[config.mk]
export PLATFORM = sky130hd
export DESIGN_NAME = keyboard_command_decoder
export DESIGN_NICKNAME = d
export VERILOG_FILES = /design/src/rtl/keyboard_command_decoder_pkg.sv /design/src/rtl/keyboard_command_decoder_cmd_fifo.sv /design/src/rtl/keyboard_command_decoder.sv
export SDC_FILE = /design/constraint.sdc
export NUM_CORES = 1
export LEC_CHECK = 0
export CORE_MARGIN = 3
export CORE_UTILIZATION = 55
export DETAILED_ROUTE_END_ITERATION = 7
export GPL_TIMING_DRIVEN = 0
export PLACE_DENSITY = 0.75
export REMOVE_ABC_BUFFERS = 1
export SYNTH_ARGS = -nofsm -noshare
export SYNTH_HDL_FRONTEND = slang
export SYNTH_SLANG_ARGS = --single-unit
[constraint.sdc]
create_clock -name clk -period 3.7 [get_ports clk]
set_clock_uncertainty 0.05 [all_clocks]
set_input_delay 0.555 -clock clk [delete_from_list [all_inputs] [get_ports clk]]
set_output_delay 0.555 -clock clk [all_outputs]
set_load 0.01 [all_outputs]
[src/rtl/keyboard_command_decoder_pkg.sv]
// Shared encodings for the PS/2 set-2 keyboard front end: game command codes,
// scan-code constants and the key map used by the decoder.
package keyboard_command_decoder_pkg;

    localparam logic [2:0] CMD_NONE      = 3'd0;
    localparam logic [2:0] CMD_LEFT      = 3'd1;
    localparam logic [2:0] CMD_RIGHT     = 3'd2;
    localparam logic [2:0] CMD_ROTATE    = 3'd3;
    localparam logic [2:0] CMD_SOFT_DROP = 3'd4;
    localparam logic [2:0] CMD_HARD_DROP = 3'd5;
    localparam logic [2:0] CMD_PAUSE     = 3'd6;

    localparam logic [7:0] SC_EXT    = 8'hE0;
    localparam logic [7:0] SC_BRK    = 8'hF0;
    localparam logic [7:0] SC_A      = 8'h1C;
    localparam logic [7:0] SC_D      = 8'h23;
    localparam logic [7:0] SC_W      = 8'h1D;
    localparam logic [7:0] SC_S      = 8'h1B;
    localparam logic [7:0] SC_SPACE  = 8'h29;
    localparam logic [7:0] SC_P      = 8'h4D;
    localparam logic [7:0] SC_XLEFT  = 8'h6B;
    localparam logic [7:0] SC_XRIGHT = 8'h74;
    localparam logic [7:0] SC_XUP    = 8'h75;
    localparam logic [7:0] SC_XDOWN  = 8'h72;

    function automatic logic [2:0] mapCode(input logic ext, input logic [7:0] code);
        logic [2:0] c;
        c = CMD_NONE;
        if (ext) begin
            case (code)
                SC_XLEFT:  c = CMD_LEFT;
                SC_XRIGHT: c = CMD_RIGHT;
                SC_XUP:    c = CMD_ROTATE;
                SC_XDOWN:  c = CMD_SOFT_DROP;
                default:   c = CMD_NONE;
            endcase
        end else begin
            case (code)
                SC_A:     c = CMD_LEFT;
                SC_D:     c = CMD_RIGHT;
                SC_W:     c = CMD_ROTATE;
                SC_S:     c = CMD_SOFT_DROP;
                SC_SPACE: c = CMD_HARD_DROP;
                SC_P:     c = CMD_PAUSE;
                default:  c = CMD_NONE;
            endcase
        end
        return c;
    endfunction

    function automatic logic isRepeatable(input logic [2:0] c);
        return (c == CMD_LEFT) || (c == CMD_RIGHT) || (c == CMD_SOFT_DROP);
    endfunction

    // Bit n-1 for command n; CMD_NONE and 7 map to no bit.
    function automatic logic [5:0] cmdOneHot(input logic [2:0] c);
        logic [5:0] oh;
        oh = '0;
        for (int i = 1; i <= 6; i++) begin
            if (c == 3'(i)) oh[i-1] = 1'b1;
        end
        return oh;
    endfunction

endpackage

[src/rtl/keyboard_command_decoder_cmd_fifo.sv]
// First-word-fall-through command queue. A push into a full queue is still
// accepted when the head is popped in the same cycle.
module cmd_fifo #(
    parameter int DEPTH = 4,
    parameter int WIDTH = 3
) (
    input  logic             clk,
    input  logic             rst,
    input  logic             push,
    input  logic [WIDTH-1:0] pushData,
    input  logic             pop,
    output logic [WIDTH-1:0] headData,
    output logic             full,
    output logic             empty
);
    localparam int AW = $clog2(DEPTH);

    logic [AW:0]      wrPtr, rdPtr;
    logic [WIDTH-1:0] mem [DEPTH];
    logic             popEn, pushEn;

    assign empty    = (wrPtr == rdPtr);
    assign full     = (wrPtr[AW] != rdPtr[AW]) && (wrPtr[AW-1:0] == rdPtr[AW-1:0]);
    assign popEn    = pop && !empty;
    assign pushEn   = push && (!full || popEn);
    assign headData = empty ? '0 : mem[rdPtr[AW-1:0]];

    always_ff @(posedge clk or negedge rst) begin
        if (!rst) begin
            wrPtr <= '0;
            rdPtr <= '0;
            for (int i = 0; i < DEPTH; i++) mem[i] <= '0;
        end else begin
            if (pushEn) begin
                mem[wrPtr[AW-1:0]] <= pushData;
                wrPtr              <= wrPtr + 1'b1;
            end
            if (popEn) rdPtr <= rdPtr + 1'b1;
        end
    end

endmodule

[src/rtl/keyboard_command_decoder.sv]
// Turns PS/2 set-2 make/break sequences into Tetrix commands with typematic
// suppression, movement auto-repeat and a small valid/ready command queue.
module keyboard_command_decoder
    import keyboard_command_decoder_pkg::*;
#(
    parameter int unsigned REPEAT_DELAY  = 12_500_000,
    parameter int unsigned REPEAT_PERIOD = 5_000_000,
    parameter int          FIFO_DEPTH    = 4
) (
    input  logic       clk,
    input  logic       rst,
    input  logic [7:0] code_in,
    output logic       cmd_valid,
    input  logic       cmd_ready,
    output logic [2:0] cmd,
    output logic [5:0] held,
    output logic       overflow
);
    localparam logic [1:0] ST_IDLE    = 2'd0;
    localparam logic [1:0] ST_EXT     = 2'd1;
    localparam logic [1:0] ST_BRK     = 2'd2;
    localparam logic [1:0] ST_EXT_BRK = 2'd3;

    logic [7:0]  codePrev;
    logic        newByte;
    logic [1:0]  state, stateNext;
    logic        decMake, decBreak, decExt;
    logic [2:0]  decCmd, trkKey;
    logic [5:0]  decOh, trkOh;
    logic        makeEvt, brkEvt, trkBreak, trkHeld, expire;
    logic [23:0] repCnt;
    logic        pushVld;
    logic [2:0]  pushCmd;
    logic        fifoFull, fifoEmpty;

    assign newByte = (code_in != 8'h00) && (code_in != codePrev);

    always_comb begin
        stateNext = state;
        decMake   = 1'b0;
        decBreak  = 1'b0;
        decExt    = 1'b0;
        if (newByte) begin
            case (state)
                ST_IDLE: begin
                    if (code_in == SC_EXT)      stateNext = ST_EXT;
                    else if (code_in == SC_BRK) stateNext = ST_BRK;
                    else                        decMake   = 1'b1;
                end
                ST_EXT: begin
                    if (code_in == SC_BRK) stateNext = ST_EXT_BRK;
                    else begin
                        decMake   = 1'b1;
                        decExt    = 1'b1;
                        stateNext = ST_IDLE;
                    end
                end
                ST_BRK: begin
                    decBreak  = 1'b1;
                    stateNext = ST_IDLE;
                end
                default: begin
                    decBreak  = 1'b1;
                    decExt    = 1'b1;
                    stateNext = ST_IDLE;
                end
            endcase
        end
    end

    assign decCmd   = mapCode(decExt, code_in);
    assign decOh    = cmdOneHot(decCmd);
    assign trkOh    = cmdOneHot(trkKey);
    assign trkHeld  = (held & trkOh) != 6'd0;
    assign makeEvt  = decMake && (decOh != 6'd0) && ((held & decOh) == 6'd0);
    assign brkEvt   = decBreak && (decOh != 6'd0);
    assign trkBreak = brkEvt && (decCmd == trkKey);
    // A decoder make in the expiry cycle takes the single push slot.
    assign expire   = (repCnt == 24'd1) && trkHeld && !makeEvt && !trkBreak;

    always_ff @(posedge clk or negedge rst) begin
        if (!rst) begin
            state    <= ST_IDLE;
            codePrev <= '0;
            held     <= '0;
            repCnt   <= '0;
            trkKey   <= CMD_NONE;
            pushVld  <= 1'b0;
            pushCmd  <= CMD_NONE;
            overflow <= 1'b0;
        end else begin
            state    <= stateNext;
            codePrev <= code_in;

            if (makeEvt)     held <= held | decOh;
            else if (brkEvt) held <= held & ~decOh;

            // Counter value 0 means idle; reaching 1 is the expiry point.
            if (makeEvt && isRepeatable(decCmd)) begin
                repCnt <= 24'(REPEAT_DELAY);
                trkKey <= decCmd;
            end else if (trkBreak) begin
                repCnt <= '0;
            end else if (expire || (makeEvt && repCnt == 24'd1 && trkHeld)) begin
                repCnt <= 24'(REPEAT_PERIOD);
            end else if (repCnt != 24'd0) begin
                repCnt <= repCnt - 24'd1;
            end

            pushVld  <= makeEvt || expire;
            pushCmd  <= makeEvt ? decCmd : trkKey;
            overflow <= pushVld && fifoFull && !(cmd_ready && !fifoEmpty);
        end
    end

    cmd_fifo #(
        .DEPTH (FIFO_DEPTH),
        .WIDTH (3)
    ) u_fifo (
        .clk      (clk),
        .rst      (rst),
        .push     (pushVld),
        .pushData (pushCmd),
        .pop      (cmd_ready),
        .headData (cmd),
        .full     (fifoFull),
        .empty    (fifoEmpty)
    );

    assign cmd_valid = !fifoEmpty;

endmodule

==> flow_metrics.py <==
metrics = {
    "run_status": {
        "status": "complete, no violations",
    },
    "placed_design": {
        "place.gp.congestion": 0.895,
        "portBuffers": 21,
        "post-dp-hpwl_um": 5600,
    },
    "cts": {
        "clock_latency_ps": 340,
        "htreeDepth": 3,
        "cts_made_buffers": 9,
        "cts.sink_count": 66,
        "cts_tree": "built",
        "cts-root-buf": "clkbuf_8",
        "clk_pin_slew_ps": 70,
        "cts_buffer_depth": 2,
        "postCtsHoldBufs": 0,
    },
    "worst_setup_path": {
        "rrSetupSlack_ps": 650,
        "critPathLaunchType": "primary input",
        "crit_buf_inv": 1,
        "r2r_cells": 9,
        "r2r_start": "codePrev[6]",
        "cp-end-kind": "flip-flop",
        "cp_data_required_time_ps": 3860,
        "endpoint": "pushCmd[2]",
        "crit_start": "code_in[6]",
        "timing.rr.end": "pushCmd[2]",
        "crit_path_max_incr_delay_ps": 590,
        "crit_type": "primary input to flip-flop",
        "worstPathArrival_ps": 3730,
        "worstPathCellList": "clkdlybuf4s50_1 > xor2_1 > nor4_2 > nand2_2 > and2_4 > a41oi_4 > mux2_2 > o21a_1 > o211ai_2 > mux2_1",
        "slowest_stage": "clkdlybuf4s50_1",
        "path_delay_family": "multiplexers",
        "critical_path_depth": 10,
        "crit_fanout": 12,
    },
    "drt": {
        "ant_nets": 0,
        "totalWireLength_um": 8100,
        "viasPerCell": 5.93,
        "remaining_drc_errors": 0,
        "routedWlPerCell_um": 15.9,
        "drtIter0Drc": 124,
        "vias": 3025,
        "drt-pass1-iter-count": 4,
    },
    "pwr": {
        "peakVddDrop_mv": 0.170,
        "pwr-share-clk_pct": 31.0,
        "p_per_area_nw_per_um2": 466,
        "switching_share_pct": 31.6,
        "pwr-share-comb_pct": 22.5,
        "p_int_mw": 1.41,
        "p_leak_nw": 1.83,
        "power.share.sequential_pct": 46.5,
        "switchingPower_uw": 652,
    },
    "die": {
        "ios": 22,
        "core_sq_um": 6870,
        "die_h_um": 90.6,
        "die_area_sq_um": 8200,
        "die_w_um": 90.6,
        "core.rowCount": 30,
        "initial_utilization_pct": 57.2,
    },
    "global_route": {
        "antenna_found_initial": 0,
        "grt_pass1_wl_um": 14000,
        "grt_overflow": 0,
        "grt_pass1_vias": 2933,
        "grtUsageTotal_pct": 21.1,
        "grt_max_degree": 67,
    },
    "synthesis": {
        "synth_cells": 390,
        "avgSynthCellArea_sq_um": 10.1,
        "synthFlopType": "dfrtp_1",
        "synth_cell_type_count": 67,
        "ys_seq_elements": 66,
        "ys_seq_area_share_pct": 42.0,
        "yosys_warnings": 0,
        "syn-cell-area_sq_um": 3930,
        "synth_edf_count": 0,
        "synthArstFlopShare_pct": 100,
    },
    "timing": {
        "finalCritPeriodShare_pct": 96.4,
        "worst_slew_pin_slew_ps": 992,
        "hold_slack_ps": 247,
        "fmax_mhz": 280,
        "rsz0062_at_grt": "no",
        "max-slew-margin-rel_pct": 33.3,
        "finalHoldViolations": 0,
        "finalMaxSlewViolations": 0,
        "timing.final.crit_period_ps": 3570,
        "setup_viol": 0,
    },
    "finish": {
        "drive_gt1_share_pct": 18.4,
        "antenna_cells": 0,
        "utilization_pct": 64.4,
        "layout_commonest_cell": "dfrtp_1",
        "syn2layout_area_growth_pct": 12.5,
        "final_cell_mix": "dfrtp_1 (66), nand2_1 (41), nor2_1 (31), xnor2_1 (21)",
        "layout.nets": 427,
    },
    "min_path": {
        "hold_path.class": "primary input to async pin",
    },
    "job": {
        "cap_violations": 0,
    },
}
==> state kept, by name, summed over array words and instances (netlist names), named ones only <==
register	count
overflow	1
codePrev	8
trkKey	3
pushVld	1
u_fifo.wrPtr	3
state	2
u_fifo.rdPtr	3
u_fifo.mem	12
repCnt	24
pushCmd	3
==> kinds of logic (layout without fill, tap and decap cells) <==
group,count (synthesis),after routing,synth area share (%)
and+or+nand+nor,157,157,21.8
DFF,66,66,42.0
AOI/OAI and AO/OA,74,74,14.9
adders and majority gates,7,7,2.23
buffers and inverters,26,50,3.56
xor gates and xnor gates,38,38,8.46
muxes,22,22,7.09
==> worst min path at each step <==
stage          startpoint              end  slack (ps)  cells past startpoint
6_report              rst  u_fifo.rdPtr[2]         250                      1
3_3_place_gp      pushVld         overflow         410                      1
4_1_cts               rst       repCnt[17]         270                      1
5_1_grt               rst         overflow         300                      1
3_5_place_dp      pushVld         overflow         420                      1
2_1_floorplan         rst        async pin         210                      0
==> per-layer routing <==
| metal | vias to the layer above | share of wire [%] | routed length (um) | GRT usage (%) |
|---|---|---|---|---|
| met3 | 12 | 3.6 | 291 | 5.58 |
| met4 | 0 | 1.4 | 116 | 6.51 |
| met1 | 1497 | 46 | 3690 | 27.8 |
| met2 | 73 | 49 | 4000 | 34.0 |
| met5 | - | 0 | 0 | 0 |
| li1 | 1443 | - | - | - |
==> layout make-up <==
class / count / area, sq um
clock buffer: 11 / 151
clock inverter: 5 / 61.3
fill: 561 / 2440
inverter: 9 / 33.8
multi-input combinational: 298 / 2160
sequential: 66 / 1650
tap: 96 / 120
timing repair buffer: 25 / 243
==> synth_stat cells (3+ instances only) <==
library cell,instances,area [sq um]
and2_1,3,18.8
nand2_1,41,154
nand2b_1,3,18.8
buf_6,3,33.8
ha_1,7,87.6
nor3_1,19,95.1
buf_2,4,20.0
dfrtp_1,66,1650
o21ai_2,11,96.3
mux2_2,16,180
a21o_1,3,22.5
mux4_2,3,67.6
nor2_1,31,116
xnor2_1,21,184
nor2b_1,7,43.8
nor4_1,6,37.5
and3_1,6,37.5
nand4b_1,6,52.6
nand3b_1,4,30.0
xor2_1,17,149
a31oi_1,4,25.0
o21ai_0,15,75.1
buf_4,4,30.0
clkbuf_1,6,22.5
nand3_1,10,50.1
a21oi_1,14,70.1
inv_1,9,33.8
==> power groups by stage <==
stage	Combinational (mW)	Clock [mW]	Sequential [mW]
6_report	0.464	0.638	0.959
3_3_place_gp	0.441	0	0.965
5_1_grt	0.530	0.691	0.976
4_1_cts	0.470	0.657	0.959
3_5_place_dp	0.462	0	0.973
2_1_floorplan	0.348	0	0.940
==> what timing repair did <==
action                                  4_1_cts  5_1_grt
cloned                                        0        0
setup buffers                                 4        0
pin swaps                                     1        0
endpoints found under the setup margin       22       14
gates resized for setup                       2        3
==> per-stage QoR <==
| step | worst slack (ps) | instances | setup TNS [ps] | instance area (sq um) | total power [mW] |
|---|---|---|---|---|---|
| global placement | -976 | 490 | -28210 | 4160 | 1.41 |
| global route | 22.9 | 510 | 0 | 4430 | 2.20 |
| floorplan | 392 | 373 | 0 | 3830 | 1.29 |
| detailed placement | -1060 | 490 | -18680 | 4150 | 1.43 |
| CTS | 39.0 | 510 | 0 | 4410 | 2.09 |
| finish | 131 | 510 | 0 | 4430 | 2.06 |
Note: power is estimated with default switching activity, not from simulation.
